`src/rtl/wb_arbiter_if.sv`:
```
// wb_arbiter_if: pipeline, multicycle and register-file write signals of the writeback arbiter
interface wb_arbiter_if;
    logic        pipe_write;
    logic [4:0]  pipe_WR;
    logic [31:0] pipe_WD;
    logic        pipe_stall;
    logic        mc_valid;
    logic        mc_ready;
    logic [4:0]  mc_WR;
    logic [31:0] mc_WD;
    logic        mc_pending;
    logic        write;
    logic [4:0]  WR;
    logic [31:0] WD;
    modport slave (
        input  pipe_write, pipe_WR, pipe_WD, mc_valid, mc_WR, mc_WD,
        output pipe_stall, mc_ready, mc_pending, write, WR, WD
    );
    modport master (
        output pipe_write, pipe_WR, pipe_WD, mc_valid, mc_WR, mc_WD,
        input  pipe_stall, mc_ready, mc_pending, write, WR, WD
    );
endinterface

```
`src/rtl/wb_arbiter.sv`:
```
// wb_arbiter: merges pipeline writeback and buffered multicycle results onto one register-file write port
module wb_arbiter #(
    parameter int DEPTH        = 2,
    parameter int STARVE_LIMIT = 4
) (
    input logic        clk,
    input logic        reset,
    wb_arbiter_if.slave bus
);
    localparam int AW = $clog2(DEPTH);
    localparam logic [AW:0] FULL = (AW+1)'(DEPTH);
    localparam logic [3:0] LIMIT = 4'(STARVE_LIMIT);
    logic [36:0]   mem [DEPTH];
    logic [AW-1:0] wptr, rptr;
    logic [AW:0]   count;
    logic [3:0]    starve;
    logic          empty, pipe_ok, push, pop;
    logic [36:0]   head;
    // arbitration: a starved head preempts the pipe, otherwise a valid pipe write wins over the FIFO
    always_comb begin
        empty          = count == '0;
        head           = mem[rptr];
        bus.mc_ready   = count < FULL;
        bus.mc_pending = !empty;
        bus.pipe_stall = starve >= LIMIT && !empty;
        pipe_ok        = bus.pipe_write && bus.pipe_WR != '0 && !bus.pipe_stall;
        pop            = !empty && !pipe_ok;
        push           = bus.mc_valid && bus.mc_ready && bus.mc_WR != '0;
    end
    // FIFO storage needs no reset; only pointers and count define validity
    always_ff @(posedge clk)
        if (push) mem[wptr] <= {bus.mc_WR, bus.mc_WD};
    // pointers, occupancy, starvation counter and registered write port
    always_ff @(posedge clk or posedge reset)
        if (reset) begin
            wptr      <= '0;
            rptr      <= '0;
            count     <= '0;
            starve    <= '0;
            bus.write <= 1'b0;
            bus.WR    <= '0;
            bus.WD    <= '0;
        end else begin
            wptr      <= wptr + AW'(push);
            rptr      <= rptr + AW'(pop);
            count     <= count + (AW+1)'(push) - (AW+1)'(pop);
            starve    <= (empty || pop) ? '0 : starve + 4'(pipe_ok);
            bus.write <= pipe_ok || pop;
            {bus.WR, bus.WD} <= pipe_ok ? {bus.pipe_WR, bus.pipe_WD} : head;
        end
endmodule

```
`src/flat_wrapper.sv`:
```
// flat-port wrapper written by rule: the top's interface ports become plain ports
module wb_arbiter_flat 
#(
    parameter int DEPTH        = 2,
    parameter int STARVE_LIMIT = 4
)
  (clk, reset, bus_pipe_write, bus_pipe_WR, bus_pipe_WD, bus_mc_valid, bus_mc_WR, bus_mc_WD, bus_pipe_stall, bus_mc_ready, bus_mc_pending, bus_write, bus_WR, bus_WD);
  wb_arbiter_if bus_i ();
  input logic clk;
  input logic reset;
  input wire logic [$bits(bus_i.pipe_write)-1:0] bus_pipe_write;
  input wire logic [$bits(bus_i.pipe_WR)-1:0] bus_pipe_WR;
  input wire logic [$bits(bus_i.pipe_WD)-1:0] bus_pipe_WD;
  input wire logic [$bits(bus_i.mc_valid)-1:0] bus_mc_valid;
  input wire logic [$bits(bus_i.mc_WR)-1:0] bus_mc_WR;
  input wire logic [$bits(bus_i.mc_WD)-1:0] bus_mc_WD;
  output wire logic [$bits(bus_i.pipe_stall)-1:0] bus_pipe_stall;
  output wire logic [$bits(bus_i.mc_ready)-1:0] bus_mc_ready;
  output wire logic [$bits(bus_i.mc_pending)-1:0] bus_mc_pending;
  output wire logic [$bits(bus_i.write)-1:0] bus_write;
  output wire logic [$bits(bus_i.WR)-1:0] bus_WR;
  output wire logic [$bits(bus_i.WD)-1:0] bus_WD;
  assign bus_i.pipe_write = bus_pipe_write;
  assign bus_i.pipe_WR = bus_pipe_WR;
  assign bus_i.pipe_WD = bus_pipe_WD;
  assign bus_i.mc_valid = bus_mc_valid;
  assign bus_i.mc_WR = bus_mc_WR;
  assign bus_i.mc_WD = bus_mc_WD;
  assign bus_pipe_stall = bus_i.pipe_stall;
  assign bus_mc_ready = bus_i.mc_ready;
  assign bus_mc_pending = bus_i.mc_pending;
  assign bus_write = bus_i.write;
  assign bus_WR = bus_i.WR;
  assign bus_WD = bus_i.WD;
  wb_arbiter #(.DEPTH(DEPTH), .STARVE_LIMIT(STARVE_LIMIT)) u_core (.clk(clk), .reset(reset), .bus(bus_i));
endmodule
```
`config.mk`:
```
export PLATFORM = sky130hd
export DESIGN_NAME = wb_arbiter_flat
export DESIGN_NICKNAME = d
export VERILOG_FILES = /design/src/rtl/wb_arbiter_if.sv /design/src/rtl/wb_arbiter.sv /design/src/flat_wrapper.sv
export SDC_FILE = /design/constraint.sdc
export NUM_CORES = 1
export LEC_CHECK = 0
export CORE_UTILIZATION = 45
export CTS_BUF_LIST = sky130_fd_sc_hd__clkbuf_8
export DETAILED_ROUTE_END_ITERATION = 6
export PLACE_DENSITY = 0.85
export SLEW_MARGIN = 5
export SYNTH_ARGS = -nofsm -noshare
export SYNTH_HDL_FRONTEND = slang
export SYNTH_SLANG_ARGS = --single-unit
```
`constraint.sdc`:
```
create_clock -name clk -period 2.1 [get_ports clk]
set_input_delay 0.42 -clock clk [delete_from_list [all_inputs] [get_ports clk]]
set_output_delay 0.42 -clock clk [all_outputs]
set_load 0.05 [all_outputs]
```
## Yosys cells after proc, flatten, opt, wreduce, memory -nomap -nowiden

Memory sizes are Yosys's and may differ from the RTL's.
Index checks and enable logic that the tools add are counted.

| storage, ports and cells | value |
|---|---|
| bits in registers | 46 |
| RAM bits | 74 |
| input port bits | 78 |
| output and inout bits | 41 |
| logic and storage cells | 33 |
| memories kept | 1 |

Memory list:

| name | depth | width | read ports | clocked after memory_dff | wr ports | RTL line | source |
|---|---|---|---|---|---|---|---|
| u_core.mem | 2 | 37 | 1 | 0 | 1 | wb_arbiter.sv:13 | `logic [36:0] mem [DEPTH];` |

| cells by class | value |
|---|---|
| add/subtract/negate cells | 5 |
| order comparisons | 2 |
| multiplexer cells | 4 |
| reduce and logical (&&, ||, !) cells | 14 |

Operators by type and width:

| operator | number |
|---|---|
| 37-bit 2-to-1 mux | 1 |
| 5-bit nonzero test | 2 |
| 1-bit logical AND | 6 |
| 4-bit by 1-bit adder with 4-bit output | 1 |
| 4-bit by 3-bit greater-or-equal comparator with 1-bit output, second input constant | 1 |
| 4-bit 2-to-1 mux | 1 |
| 1-bit logical NOT | 3 |
| 1-bit adder | 2 |
| 2-bit by 1-bit adder with 2-bit output | 1 |
| 2-bit logical NOT | 1 |
| 1-bit logical OR | 2 |
| 2-bit < comparator, second input constant | 1 |
| 1-bit 2-to-1 mux | 2 |
| 2-bit by 1-bit subtractor with 2-bit output | 1 |

## Logic depth before layout (Yosys ltp)

| logic depth | value |
|---|---|
| word-level depth | 9 |
| mapped depth | 9 |
| gate-level depth less buffers | 9 |

## Least setup slack after synthesis

Ideal clock, no wire load.

| path | value |
|---|---|
| path kind | register to register |
| start | reg u_core.count[1] |
| end | mem u_core.mem[1][0] (enable) |
| setup time | 0.398 ns |
| arrival time | 1.979 ns |
| required time | 1.702 ns |
| slack | -0.277 ns |
| cell stages (with the launch flop) | 4 |
| buffers on the path | 0 |
| period minus slack after synthesis | 2.377 ns |
| path through | dfrtp_1 -> inv_1 -> o311a_1 -> ha_1 |

| on the way | value |
|---|---|
| word-level cells in the longest chain between the ends | 5 |

RTL lines:

| what | RTL line | source |
|---|---|---|
| start: declaration | wb_arbiter.sv:15 | `logic [AW:0] count;` |
| start signal: assignment | wb_arbiter.sv:46 | `count <= count + (AW+1)'(push) - (AW+1)'(pop);` |
| 2-bit < comparator | wb_arbiter.sv:23 | `bus.mc_ready = count < FULL;` |
| via bus_mc_ready | flat_wrapper.sv:18 | `output wire logic [$bits(bus_i.mc_ready)-1:0] bus_mc_ready;` |
| 1-bit logical AND (2 in a row) | wb_arbiter.sv:28 | `push = bus.mc_valid && bus.mc_ready && bus.mc_WR != '0;` |
| 1-bit 2-to-1 mux | wb_arbiter.sv:32 | `if (push) mem[wptr] <= {bus.mc_WR, bus.mc_WD};` |
| 1-bit 2-to-1 mux (implied by the code) | wb_arbiter.sv:32 |  |
| end: declaration | wb_arbiter.sv:13 |  |

The timed path passes the listed nets, and every way through them passes these cells.

## Final worst setup path

| path | value |
|---|---|
| start | in bus_pipe_WR[0] |
| end | reg u_core.count[1] |

| on the way | value |
|---|---|
| word-level cells in the longest chain between the ends | 6 |

RTL lines:

| what | RTL line | source |
|---|---|---|
| start: declaration | flat_wrapper.sv:12 | `input wire logic [$bits(bus_i.pipe_WR)-1:0] bus_pipe_WR;` |
| 5-bit nonzero test | wb_arbiter.sv:26 | `pipe_ok = bus.pipe_write && bus.pipe_WR != '0 && !bus.pipe_stall;` |
| 1-bit logical AND (2 in a row) | wb_arbiter.sv:26 |  |
| 1-bit logical NOT | wb_arbiter.sv:27 | `pop = !empty && !pipe_ok;` |
| 1-bit logical AND | wb_arbiter.sv:27 |  |
| 2-bit by 1-bit subtractor with 2-bit output | wb_arbiter.sv:46 |  |

Every way passes these cells.

==> results.txt <==
The run finished with clean final reports. The depth of the worst hold-timing path is 2, and the number of DRC violations after detailed routing is 0. The share of total power in the clock network is 23.6%. After detailed routing, the average wire length per cell comes to 16.6 um.

After clock tree synthesis, the clock-pin slew on the worst setup and hold paths is 0.07 ns. Port buffering added 118 buffers. The largest total area in the synthesized netlist belongs to edfxtp_1. The height of the chip is 102 um, and the delay of the slowest critical-path stage is 0.57 ns. VDD sags by at most 0.000667 V.

Measured along the x axis, the die boundary spans 102 um. Top-level I/O count: 119. The detailed-route via count is 2590, and the timing-limited maximum frequency is 496 MHz. The net count after synthesis came out at 323.

The path with the worst hold slack has its endpoint at u_core.bus.WR[2]. The smallest clock period supported by the final layout is computed as 2.02 ns. The worst setup path is of the in2reg kind. The signal on the critical path passes through dlygate4sd2_1 -> or4_4 -> o211ai_4 -> inv_2 -> nor2_2 -> ha_1 -> inv_1 -> ha_2 -> xnor2_2 -> xnor2_1. The run gives 0.42 ns as the insertion delay to the later sink of the worst-skew pair. The logs give 0 for the max-capacitance violation count and 4 for the length of the first detailed-routing pass in iterations.

In this run the worst path has a maximum fanout of 2. For the detailed-placement wirelength estimate, the log shows 6.05 mm. The post-placement cell count is 503.

Sequential cells were found to cover 74.9% of the synthesized design area. The largest net degree at the start of global routing was 47; the H-tree depth was 4. Clock tree synthesis found a total of 120 sinks.

Startpoint of the lowest-slack register-to-register path: u_core.count[1]. The switching part of the total came out at 34.3%. In this run the worst hold path is classified as in2reg.

The routed design has 8.88 mm of wire. Internal power: 5.72 mW. For this run, the post-layout net count is 474. The initial utilization of the core area, before any placement, comes to 46.3%. The core area is 9730 um^2, and the critical path required time is 2.44 ns. After synthesis, the netlist uses 24 different library cells.

The tools report the number of fill cells in the layout as 707. For the number of cell rows, the log shows 36. Warning count from the yosys run: 0. Slew at the pin closest to its max-slew limit: 0.516 ns. The synthesis-to-layout area growth was 43.2%; the final weighted congestion of routability-driven global placement was 0.797. CTS placed an instance of clkbuf_8 at the clock tree root.

The synthesized design contains 120 register bits. No sink is reached through more buffers than the 2 on the longest clock path. The tools report the area enclosed by the die boundary as 10400 um^2.

The run gives 0 as the count of final max-slew check failures. The logs give 0 for the number of antenna violations at the first check in global routing and 239 for the gate count of the mapped netlist. In the final layout, the share of cells above drive strength 1 is 33.3%.

Global routing consumed, over all layers together, 18.7% of the routing resources. By area the synthesized netlist is led by edfxtp_1, dfrtp_1, mux2_2. The violation count after the first detailed-route iteration came out at 60. The share of the clock period used by the worst path after layout came out at 96.0%.

Registers take 3370 um^2. STA classifies the critical path startpoint as a primary input. Summed over all cells, the static leakage comes to 2.45 nW.

The path depth of the worst reg2reg path was 9; the via count of the first global-routing pass was 2873. STA classifies the critical path endpoint as a flip-flop. After routing, the total negative slack on setup checks comes to 0 ns.

The tools report the number of hold violations in the final report as 0. For this run, the share of the core covered by cells in the final layout is 66.2%. Setup repair after global routing left no endpoint under its margin.

The total power density per cell area works out to 1350 nW/um^2. Summed over all layers, the global routing overflow is 0. The synthesized area divided by synthesized cell count is 18.8 um^2, and the share of the synthesized area in the top cell type is 49.4%. Using the TritonRoute via totals, the vias-per-cell ratio works out to 4.83. The endpoint identified for the worst register-to-register timing path is u_core.count[1]. TritonCTS built the clock tree. Area of the mapped netlist: 4500 um^2. The tools report the global-route wire length before repair as 13.9 mm. Data on the critical path arrives at its endpoint at 2.36 ns. The analysis attributes to net switching a power of 2.99 mW.

The multi-input combinational cells in the finished layout cover a total of 1070 um^2. Measured against its own limit, the worst slew margin works out to 65.5%. TritonCTS created 17 clock buffers. For flop-to-flop paths, the worst setup slack is 0.35 ns. The run gives 0 as the number of nets with antenna violations after routing.

0 antenna diodes ended up in the layout. Registers are responsible for 37.8% of the overall power. The critical path's slowest cell was or4_4.

The clock skew after layout came out at 0.00626 ns. In this run the most critical hold path is launched from bus_pipe_WR[2]. Leaving out filler cells and counting taps, the final layout contains 536.

Total of endpoints with negative setup slack in the final report: 0. Combinational logic is responsible for 38.5% of the overall power.
## cells in the final DEF, fill, tap and decap left out, types with 4 or more instances in the layout
master and instances:
clkdlybuf4s50_1 111, edfxtp_1 74, mux2_2 68, dfrtp_1 45, buf_4 19, clkbuf_8 18
inv_1 8, clkinvlp_4 5, buf_12 5, o21ai_0 4, ha_2 4
## final cells by class
class	instances	share of cell area [%]
Multi-Input combinational cell	103	16.6
Tap cell	133	2.58
Inverter	9	0.524
Timing Repair Buffer	139	21.6
Sequential cell	120	52.4
Clock buffer	18	3.84
Clock inverter	14	2.45
## critical path: cells and delay by family
family	cells	cell delay, ns
xor+xnor	2	0.25
buf+inv	3	0.37
simple gates	2	0.67
compound gates	1	0.22
fa+ha+maj	2	0.41
## cell families after synthesis
kind of cell / after synthesis / share of synthesized area (%)
flops: 120 / 74.9
mux: 71 / 17.7
buf+inv: 16 / 1.83
simple gates: 13 / 1.58
compound gates: 9 / 1.64
fa+ha+maj: 6 / 1.67
xor+xnor: 3 / 0.584
other cells: 1 / 0.0833
## worst max-delay path by stage
stage | start | endpoint
CTS | u_core.bus.WR[2] | bus_WR[2]
global route | u_core.bus.WR[2] | bus_WR[2]
global placement | bus_pipe_WR[2] | u_core.count[1]
finish | bus_pipe_WR[0] | u_core.count[1]
floorplan | u_core.count[1] | u_core.mem[1][0]
detailed placement | bus_pipe_WR[2] | u_core.count[1]
## what timing repair did
action | in CTS | in global routing
pin swaps | 6 | 2
hold buffers | 0 | 0
cloned | 0 | 0
setup buffers | 1 | 0
endpoints found under the setup margin | 3 | 2
endpoints found under the hold margin | 0 | 0
gates resized for setup | 5 | 3
## Yosys cell counts
cell       count
nand3_1        3
or4_4          1
o311a_1        1
conb_1         1
or2_2          1
nand2_1        2
mux2_2        68
edfxtp_1      74
o22ai_1        1
dfrtp_1       46
o2111ai_1      1
o211ai_4       1
and3_1         2
ha_1           6
clkbuf_1       4
or3_1          1
nor3_1         1
nor2_1         2
mux2i_1        3
inv_1          9
o211ai_1       1
o21ai_0        4
xnor2_1        3
buf_6          3
## flip-flops by register name (all words and copies together), names as in the netlist
name              flops
u_core.bus.WD        32
u_core.bus.WR         5
u_core.bus.write      1
u_core.count          2
u_core.mem           74
u_core.rptr           1
u_core.starve         4
u_core.wptr           1
## metal layers
layer	routed length, um	up-vias	track usage [%]
met4	82	0	7.80
met1	3210	1289	18.9
met3	568	7	7.18
li1	-	1200	-
met2	5020	94	34.4
met5	0	-	0
## power groups by stage
stage / Combinational (mW) / Sequential [mW] / Clock [mW]
after CTS: 3.39 / 3.30 / 2.12
final: 3.36 / 3.30 / 2.06
after global routing: 3.55 / 3.34 / 2.22
after global placement: 3.28 / 3.31 / 0
after detailed placement: 3.34 / 3.34 / 0
after floorplan: 1.17 / 4.31 / 0
## metrics by stage
step                      hold slack [ns]  total power, mW  area, um^2  setup WS [ns]
after floorplan                     0.488             5.49        4500         -0.277
after global placement              0.518             6.59        6010         -0.418
after detailed placement            0.540             6.69        6010         -0.504
after CTS                           0.350             8.81        6430         0.0474
after global routing                0.283             9.12        6440         0.0109
final                               0.296             8.72        6440         0.0840
Note: power is estimated with default switching activity, not from simulation.
